**src/rtl/game_ctl.sv**
```systemverilog
// Pong rally sequencer: serve/rally/point/game-over control, paddle contact
// checks at both goal lines, horizontal bounce pulses and score keeping.
module game_ctl #(
    parameter int BALL_DIAMETER = 16,
    parameter int PADDLE_HEIGHT = 96,
    parameter int LEFT_LIMIT    = 24,
    parameter int RIGHT_LIMIT   = 984,
    parameter int WIN_SCORE     = 9,
    parameter int PAUSE_CYCLES  = 1000000
) (
    input  logic        pclk,
    input  logic        rst,
    input  logic        mouse_left,
    input  logic [11:0] ball_xpos,
    input  logic [11:0] ball_ypos,
    input  logic [11:0] paddle_l_ypos,
    input  logic [11:0] paddle_r_ypos,
    output logic        ball_run,
    output logic        ball_reset,
    output logic        bounce_x,
    output logic [3:0]  score_l,
    output logic [3:0]  score_r,
    output logic        serve_side,
    output logic        game_over
);

    typedef enum logic [2:0] {
        S_IDLE  = 3'd0,
        S_RALLY = 3'd1,
        S_POINT = 3'd2,
        S_SERVE = 3'd3,
        S_OVER  = 3'd4
    } state_t;

    localparam logic [12:0] BALL_D13   = 13'(BALL_DIAMETER);
    localparam logic [12:0] PAD_H13    = 13'(PADDLE_HEIGHT);
    localparam logic [11:0] LEFT_LIM   = 12'(LEFT_LIMIT);
    localparam logic [11:0] RIGHT_LIM  = 12'(RIGHT_LIMIT);
    localparam logic [3:0]  WIN        = 4'(WIN_SCORE);
    localparam logic [23:0] PAUSE_LAST = 24'(PAUSE_CYCLES - 1);

    state_t      state_q, state_d;
    logic [23:0] cnt_q, cnt_d;
    logic        arm_l_q, arm_l_d;
    logic        arm_r_q, arm_r_d;
    logic [3:0]  score_l_q, score_l_d;
    logic [3:0]  score_r_q, score_r_d;
    logic        serve_q, serve_d;
    logic        bounce_q, bounce_d;
    logic        run_q, run_d;
    logic        breset_q, breset_d;
    logic        over_q, over_d;
    logic        mouse_left_q;
    logic        btn_live_q;

    logic        click;
    logic        at_left, at_right;
    logic        hit_l, hit_r;
    logic [12:0] ball_top13, ball_bot13;
    logic [12:0] pad_l_top13, pad_r_top13;

    // btn_live_q masks the first cycle out of reset so a held button is not a click
    assign click = mouse_left & ~mouse_left_q & btn_live_q;

    assign ball_top13  = {1'b0, ball_ypos};
    assign ball_bot13  = ball_top13 + BALL_D13;
    assign pad_l_top13 = {1'b0, paddle_l_ypos};
    assign pad_r_top13 = {1'b0, paddle_r_ypos};

    assign hit_l    = (ball_bot13 > pad_l_top13) && (ball_top13 < (pad_l_top13 + PAD_H13));
    assign hit_r    = (ball_bot13 > pad_r_top13) && (ball_top13 < (pad_r_top13 + PAD_H13));
    assign at_left  = arm_l_q && (ball_xpos <= LEFT_LIM);
    assign at_right = arm_r_q && (ball_xpos >= RIGHT_LIM);

    always_comb begin
        state_d   = state_q;
        cnt_d     = cnt_q;
        arm_l_d   = arm_l_q;
        arm_r_d   = arm_r_q;
        score_l_d = score_l_q;
        score_r_d = score_r_q;
        serve_d   = serve_q;
        bounce_d  = 1'b0;

        case (state_q)
            S_IDLE: begin
                score_l_d = 4'd0;
                score_r_d = 4'd0;
                if (click) begin
                    state_d = S_RALLY;
                    arm_l_d = 1'b1;
                    arm_r_d = 1'b1;
                end
            end
            S_RALLY: begin
                // Left takes priority; the right side is not looked at that cycle
                if (at_left) begin
                    if (hit_l) begin
                        bounce_d = 1'b1;
                        arm_l_d  = 1'b0;
                        arm_r_d  = 1'b1;
                    end else begin
                        score_r_d = score_r_q + 4'd1;
                        serve_d   = 1'b0;
                        state_d   = S_POINT;
                    end
                end else if (at_right) begin
                    if (hit_r) begin
                        bounce_d = 1'b1;
                        arm_r_d  = 1'b0;
                        arm_l_d  = 1'b1;
                    end else begin
                        score_l_d = score_l_q + 4'd1;
                        serve_d   = 1'b1;
                        state_d   = S_POINT;
                    end
                end
            end
            S_POINT: begin
                if (cnt_q == PAUSE_LAST) begin
                    cnt_d   = 24'd0;
                    state_d = (score_l_q == WIN || score_r_q == WIN) ? S_OVER : S_SERVE;
                end else begin
                    cnt_d = cnt_q + 24'd1;
                end
            end
            S_SERVE: begin
                if (click) begin
                    state_d = S_RALLY;
                    arm_l_d = 1'b1;
                    arm_r_d = 1'b1;
                end
            end
            S_OVER: begin
                if (click) begin
                    state_d   = S_IDLE;
                    score_l_d = 4'd0;
                    score_r_d = 4'd0;
                end
            end
            default: begin
                state_d = S_IDLE;
                cnt_d   = 24'd0;
            end
        endcase

        run_d    = (state_q == S_RALLY);
        breset_d = (state_q != S_RALLY);
        over_d   = (state_q == S_OVER);
    end

    always_ff @(posedge pclk or negedge rst) begin
        if (!rst) begin
            state_q      <= S_IDLE;
            cnt_q        <= 24'd0;
            arm_l_q      <= 1'b0;
            arm_r_q      <= 1'b0;
            score_l_q    <= 4'd0;
            score_r_q    <= 4'd0;
            serve_q      <= 1'b0;
            bounce_q     <= 1'b0;
            run_q        <= 1'b0;
            breset_q     <= 1'b1;
            over_q       <= 1'b0;
            mouse_left_q <= 1'b0;
            btn_live_q   <= 1'b0;
        end else begin
            state_q      <= state_d;
            cnt_q        <= cnt_d;
            arm_l_q      <= arm_l_d;
            arm_r_q      <= arm_r_d;
            score_l_q    <= score_l_d;
            score_r_q    <= score_r_d;
            serve_q      <= serve_d;
            bounce_q     <= bounce_d;
            run_q        <= run_d;
            breset_q     <= breset_d;
            over_q       <= over_d;
            mouse_left_q <= mouse_left;
            btn_live_q   <= 1'b1;
        end
    end

    assign ball_run   = run_q;
    assign ball_reset = breset_q;
    assign bounce_x   = bounce_q;
    assign score_l    = score_l_q;
    assign score_r    = score_r_q;
    assign serve_side = serve_q;
    assign game_over  = over_q;

endmodule

```
**config.mk**
```make
export PLATFORM = sky130hd
export DESIGN_NAME = game_ctl
export DESIGN_NICKNAME = d
export VERILOG_FILES = /design/src/rtl/game_ctl.sv
export SDC_FILE = /design/constraint.sdc
export NUM_CORES = 1
export LEC_CHECK = 0
export ABC_AREA = 1
export BUFFER_PORTS_ARGS = -buffer_cell sky130_fd_sc_hd__buf_2
export CORE_UTILIZATION = 62
export DETAILED_ROUTE_END_ITERATION = 10
export PLACE_DENSITY = 0.83
export REMOVE_ABC_BUFFERS = 1
export SETUP_SLACK_MARGIN = 0.2
export SYNTH_ARGS = -nofsm -noshare
export SYNTH_HDL_FRONTEND = slang
export SYNTH_SLANG_ARGS = --single-unit
```
**constraint.sdc**
```tcl
create_clock -name pclk -period 3.2 [get_ports pclk]
set_clock_uncertainty 0.2 [all_clocks]
set_input_delay 0.96 -clock pclk [delete_from_list [all_inputs] [get_ports pclk]]
set_output_delay 0.96 -clock pclk [all_outputs]
set_load 0.01 [all_outputs]
```
# Yosys cells after proc, flatten, opt, wreduce, memory -nomap -nowiden

Cells that the tools add are included.

Register bits: 44
Input port bits: 51
Output and inout port bits: 13

$lt $le $gt $ge: 6
Equal/unequal tests: 23
Bitwise logic cells: 3
Reductions and logical operators: 16
Muxes and demuxes: 39
$add $sub $neg: 6

Operator list:

| operator              | number |
|---|---|
| $pmux 24 s2           | 1 |
| $add 12x7->13 const B | 2 |
| $gt 13x12->1          | 2 |
| $lt 12x13->1          | 2 |
| $add 24x1->24 const B | 1 |
| $eq 24x20->1 const B  | 1 |
| $mux 24               | 1 |
| $mux 3                | 8 |
| $mux 4                | 6 |
| $pmux 4 s3            | 2 |
| $mux 1                | 18 |
| $add 12x5->13 const B | 1 |
| $ge 12x10->1 const B  | 1 |
| $le 12x5->1 const B   | 1 |
| $ne 2x2->1 const B    | 6 |
| $pmux 3 s4            | 1 |
| $reduce_and 5->1      | 2 |
| $ne 3x1->1 const B    | 3 |
| $add 4x1->4 const B   | 2 |
| $eq 4x4->1 const B    | 2 |
| $ne 2x1->1 const B    | 4 |
| $reduce_and 4->1      | 2 |
| $eq 3x2->1 const B    | 2 |
| $ne 3x3->1 const B    | 2 |
| 14 further kinds      | 20 |

# Longest topological paths before layout

Word-level depth: 7
Mapped depth: 20
Gate-level depth less buffers: 20

# Worst setup path before layout

No wires, ideal clock.

Kind: input port to flip-flop
From: input paddle_l_ypos[5]
To: register score_r_q[0] (netlist: score_r[0])
Path slack: -0.072 ns
Buffers on the path: 0
Arrival: 3.006 ns
Stages: 18
Path through: inv_1 ha_1 or2_2 nor3_1 xor2_1 ha_1 a21oi_1 and2_0 nand2_1 nand2_1 nand2_1 nor2_1 nand2_1 nand2_1 nand2_2 nand2_1 nand2_1 nand2_1

Cells in the longest elaborated chain, start to end: 5
Elaborated cells on any way between the ends: 6

RTL lines:

| item                                | line | source |
|---|---|---|
| start: declaration                  | 16   | `input logic [11:0] paddle_l_ypos,` |
| $add 12x7->13                       | 70   | `assign hit_l = (ball_bot13 > pad_l_top13) && (ball_top13 < (pad_l_top13 + PAD_H13));` |
| $lt 12x13->1                        | 70   |  |
| $logic_and 1x1->1 *                 | 70   |  |
| $ne 2x2->1 (no source line) *       | -    |  |
| $reduce_and 4->1 (no source line) * | -    |  |
| end signal: assignment              | 173  | `score_r_q <= score_r_d;` |
| end: declaration                    | 47   | `logic [3:0] score_r_q, score_r_d;` |

Mark *: on every way between the ends. The rest lies on a longest branch, timed or not.
A chain may end at the register's enable or synchronous reset.

# Worst setup path after layout

From: input ball_ypos[4]
To: register score_r_q[1] (netlist: score_r[1])

Cells in the longest elaborated chain, start to end: 5
Elaborated cells on any way between the ends: 6

RTL lines:

| item                                | line | source |
|---|---|---|
| start: declaration                  | 15   | `input logic [11:0] ball_ypos,` |
| $add 12x5->13                       | 66   | `assign ball_bot13 = ball_top13 + BALL_D13;` |
| $gt 13x12->1                        | 70   |  |
| $logic_and 1x1->1 *                 | 70   |  |
| $ne 2x2->1 (no source line) *       | -    |  |
| $reduce_and 4->1 (no source line) * | -    |  |

Marks and branches as above.

==> reports/results.txt <==
CTS tree: done
Critical Path Start Type: input port
IO Port Bufs: 63
Synth area leaders: dfrtp_1 27%, ha_1 15%, nand2_1 13%, inv_1 7.6%, nor2_1 6.9%
final setup margin: 0.0485 ns
global route total overflow: 0
share of cells above drive strength 1: 25.8%
Die Ht: 82.2 um
vias in the first global route: 4058
synthesized instance count: 581
hold_buf cts: 0
Ant. Diodes: 0
library cells used by synthesis: 40
proportion of synthesized area in mux cells: 0%
Worst Path Class, Setup: input port to flip-flop
dpl hpwl: 8080 um
Worst R2R Path Depth: 9
DIE WIDTH: 82.2 um
Final Non-Filler Cells: 757
Post-Syn Area: 3990 sq um
R2R Setup Slk: 1.06 ns
RSZ-0062 raised after global routing: true
wirelength, routed: 11200 um
min Tclk post-route: 3.15 ns
worst slew pin tran: 0.533 ns
fmax: 0.317 GHz
reg2reg start: state_q[0]$_DFFE_PN0P_
Synth top area share: 27.0%
FP Rows: 28
CP arrival: 3.15 ns
Reg2Reg Capture Point: cnt_q[17]$_DFFE_PN0N_
routed len/inst: 14.8 um
XOR/XNOR Fraction of Synth Area: 3.73%
Max FO, Critical Path: 5
drc violations: 0
Worst-path clk slew: 0.09 ns
Slew headroom: 64.2%
clock latency on the worst-skew pair: 0.31 ns
CP Cell Sequence: buf_4, ha_4, nand2_2, nor3_2, xor2_1, ha_1, buf_4, nand2_2, nand3b_1, nor2_1, nor2_1, nand2_1, nand2_2, nand2_4, nand2_4, nand2_4, nand2_2, nand2_1
Pwr per Cell Area: 459 nW/um^2
status: finished, final reports clean
clock sinks: 44
Synth-to-Final Area Change: 26.6%
period utilization: 98.5%
antenna viol nets, final: 0
Top cell by count, worst path: nand2_2
slowest CP cell: ha_1
TritonRoute pass-1 iters: 5
Total Routing Usage GR: 33.1%
WP data required: 3.20 ns
Setup-failing EPs final: 0
Setup TNS Final: 0 ns
first-pass GRT wire length: 17300 um
antenna violations before repair: 0
DP Cell Count: 740
Synth Area in Simple Gates: 34.1%
Hold Violations, Final: 0
largest stage delay on the critical path: 0.32 ns
crit path from: ball_ypos[4]
#FFs+latches synth: 44
Post-Synth Adder-Cell Area: 15.1%
H-tree Lvls: 2
Vias per Instance: 5.79
CTS Buffer Depth: 2
Static Leak: 2.63 nW
Root Driver: clkbuf_8
crit path to: score_r[1]$_DFFE_PN0P_
GP Congestion: 0.917
crit end category: flip-flop
sequential area share after synthesis: 27.6%
dpl ws: -0.582 ns
post-synth top area cell: dfrtp_1
yosys warns: 0
largest family of logic cells by synthesized area: simple AND/OR/NAND/NOR gates
initial drt markers: 303
syn avg cell area: 6.87 sq um
Worst VDD drop: 0.000423 V
largest net degree at the start of global routing: 30
Slew Viols, Final: 0
die area: 6760 sq um
Num CTS Buffers: 5
Hold WC Path Type: flip-flop to flip-flop
max-cap violations: 0
core box area: 6060 sq um
I/O pin count: 64
Post-layout nets: 780
Compound-Gate Fraction of Synth Area: 10.8%
initial core utilization: 65.8%
vias: 4384
[stage by stage]
step | utilization (%) | hold WS [ns] | cell area (sq um) | power [mW]
3_3_place_gp | 75.2 | 0.255 | 4560 | 1.66
2_1_floorplan | - | 0.242 | 3970 | 1.41
5_1_grt | 83.3 | 0.320 | 5050 | 2.46
4_1_cts | 80.6 | 0.287 | 4890 | 2.25
3_5_place_dp | 75.2 | 0.263 | 4560 | 1.72
6_report | 83.3 | 0.288 | 5050 | 2.32
[power breakdown]
group          total (mW)  switching, mW  internal [mW]
combinational        1.10          0.702          0.396
clock               0.464          0.209          0.256
sequential          0.755          0.101          0.654
[Yosys cell counts (all sizes together)]
cell type    n
a211oi       1
a21o         2
a21oi       26
a22o         1
a31oi        6
and2         2
buf          2
clkinv       1
conb         1
dfrtp       43
dfstp        1
ha          48
inv         85
nand2      147
nand3       35
nand3b       2
nand4       16
nor2        75
nor3        22
nor3b        1
nor4         2
o21a         1
o21ai       29
o21bai       1
o22ai        6
o31ai        2
or2          6
xnor2        1
xor2        16
[cells by family after synthesis]
group / Yosys count
AOI/OAI and AO/OA: 75
xor gates and xnor gates: 17
adders and majority gates: 48
buffers and inverters: 88
DFF: 44
other: 1
and+or+nand+nor: 308
[state kept, by name (all words and copies together), names as in the netlist]
register and count:
cnt_q 24, score_l 4, score_r 4, state_q 3, arm_l_q 1, arm_r_q 1
ball_reset 1, ball_run 1, bounce_x 1, btn_live_q 1, game_over 1, mouse_left_q 1
serve_side 1
[cell usage in the layout (no fill, tap or decap), drive strengths merged, types with 6 or more instances in the layout]
master / synthesis / final
a21oi: 26 / 26
a31oi: 6 / 6
buf: 2 / 95
clkbuf: 0 / 6
dfrtp: 43 / 43
ha: 48 / 48
inv: 85 / 85
nand2: 147 / 147
nand3: 35 / 35
nand4: 16 / 16
nor2: 75 / 75
nor3: 22 / 22
o21ai: 29 / 29
o22ai: 6 / 6
or2: 6 / 6
xor2: 16 / 16
[cell type report]
cell class                 count  area [sq um]
clock buffer                   6          82.6
clock inverter                 2          38.8
fill                         396          1010
inverter                      86           335
multi-input combinational    449          2790
sequential                    44          1100
tap                           75          93.8
timing repair buffer          95           608
[critical path, delay by kind of cell]
family	cells	cell delay, ns
xor+xnor	1	0.28
fa+ha+maj	2	0.46
buf+inv	2	0.27
simple gates	13	1.18
[routing by layer]
metal	share of wire [%]	wire length, um	vias to the layer above	global-route usage [%]
met5	0	0	-	0
met4	3.0	339	0	13.0
met3	5.8	645	45	5.71
met2	49	5540	200	59.8
met1	42	4680	2029	38.6
li1	-	-	2110	-
[worst min-delay path by stage]
| stage | startpoint | endpoint | cells after the start |
|---|---|---|---|
| 2_1_floorplan | arm_r_q$_DFFE_PN0P_ | arm_r_q$_DFFE_PN0P_ | 2 |
| 4_1_cts | serve_side$_DFFE_PN0P_ | serve_side$_DFFE_PN0P_ | 2 |
| 6_report | serve_side$_DFFE_PN0P_ | serve_side$_DFFE_PN0P_ | 2 |
| 3_5_place_dp | serve_side$_DFFE_PN0P_ | serve_side$_DFFE_PN0P_ | 2 |
| 5_1_grt | cnt_q[18]$_DFFE_PN0N_ | cnt_q[18]$_DFFE_PN0N_ | 1 |
| 3_3_place_gp | serve_side$_DFFE_PN0P_ | serve_side$_DFFE_PN0P_ | 2 |
[what timing repair did]
action | CTS | global route
pin swaps | 28 | 35
setup buffers | 4 | 5
resized for setup | 51 | 35
setup endpoints to repair | 15 | 15
Power figures use the tool's default switching activity.
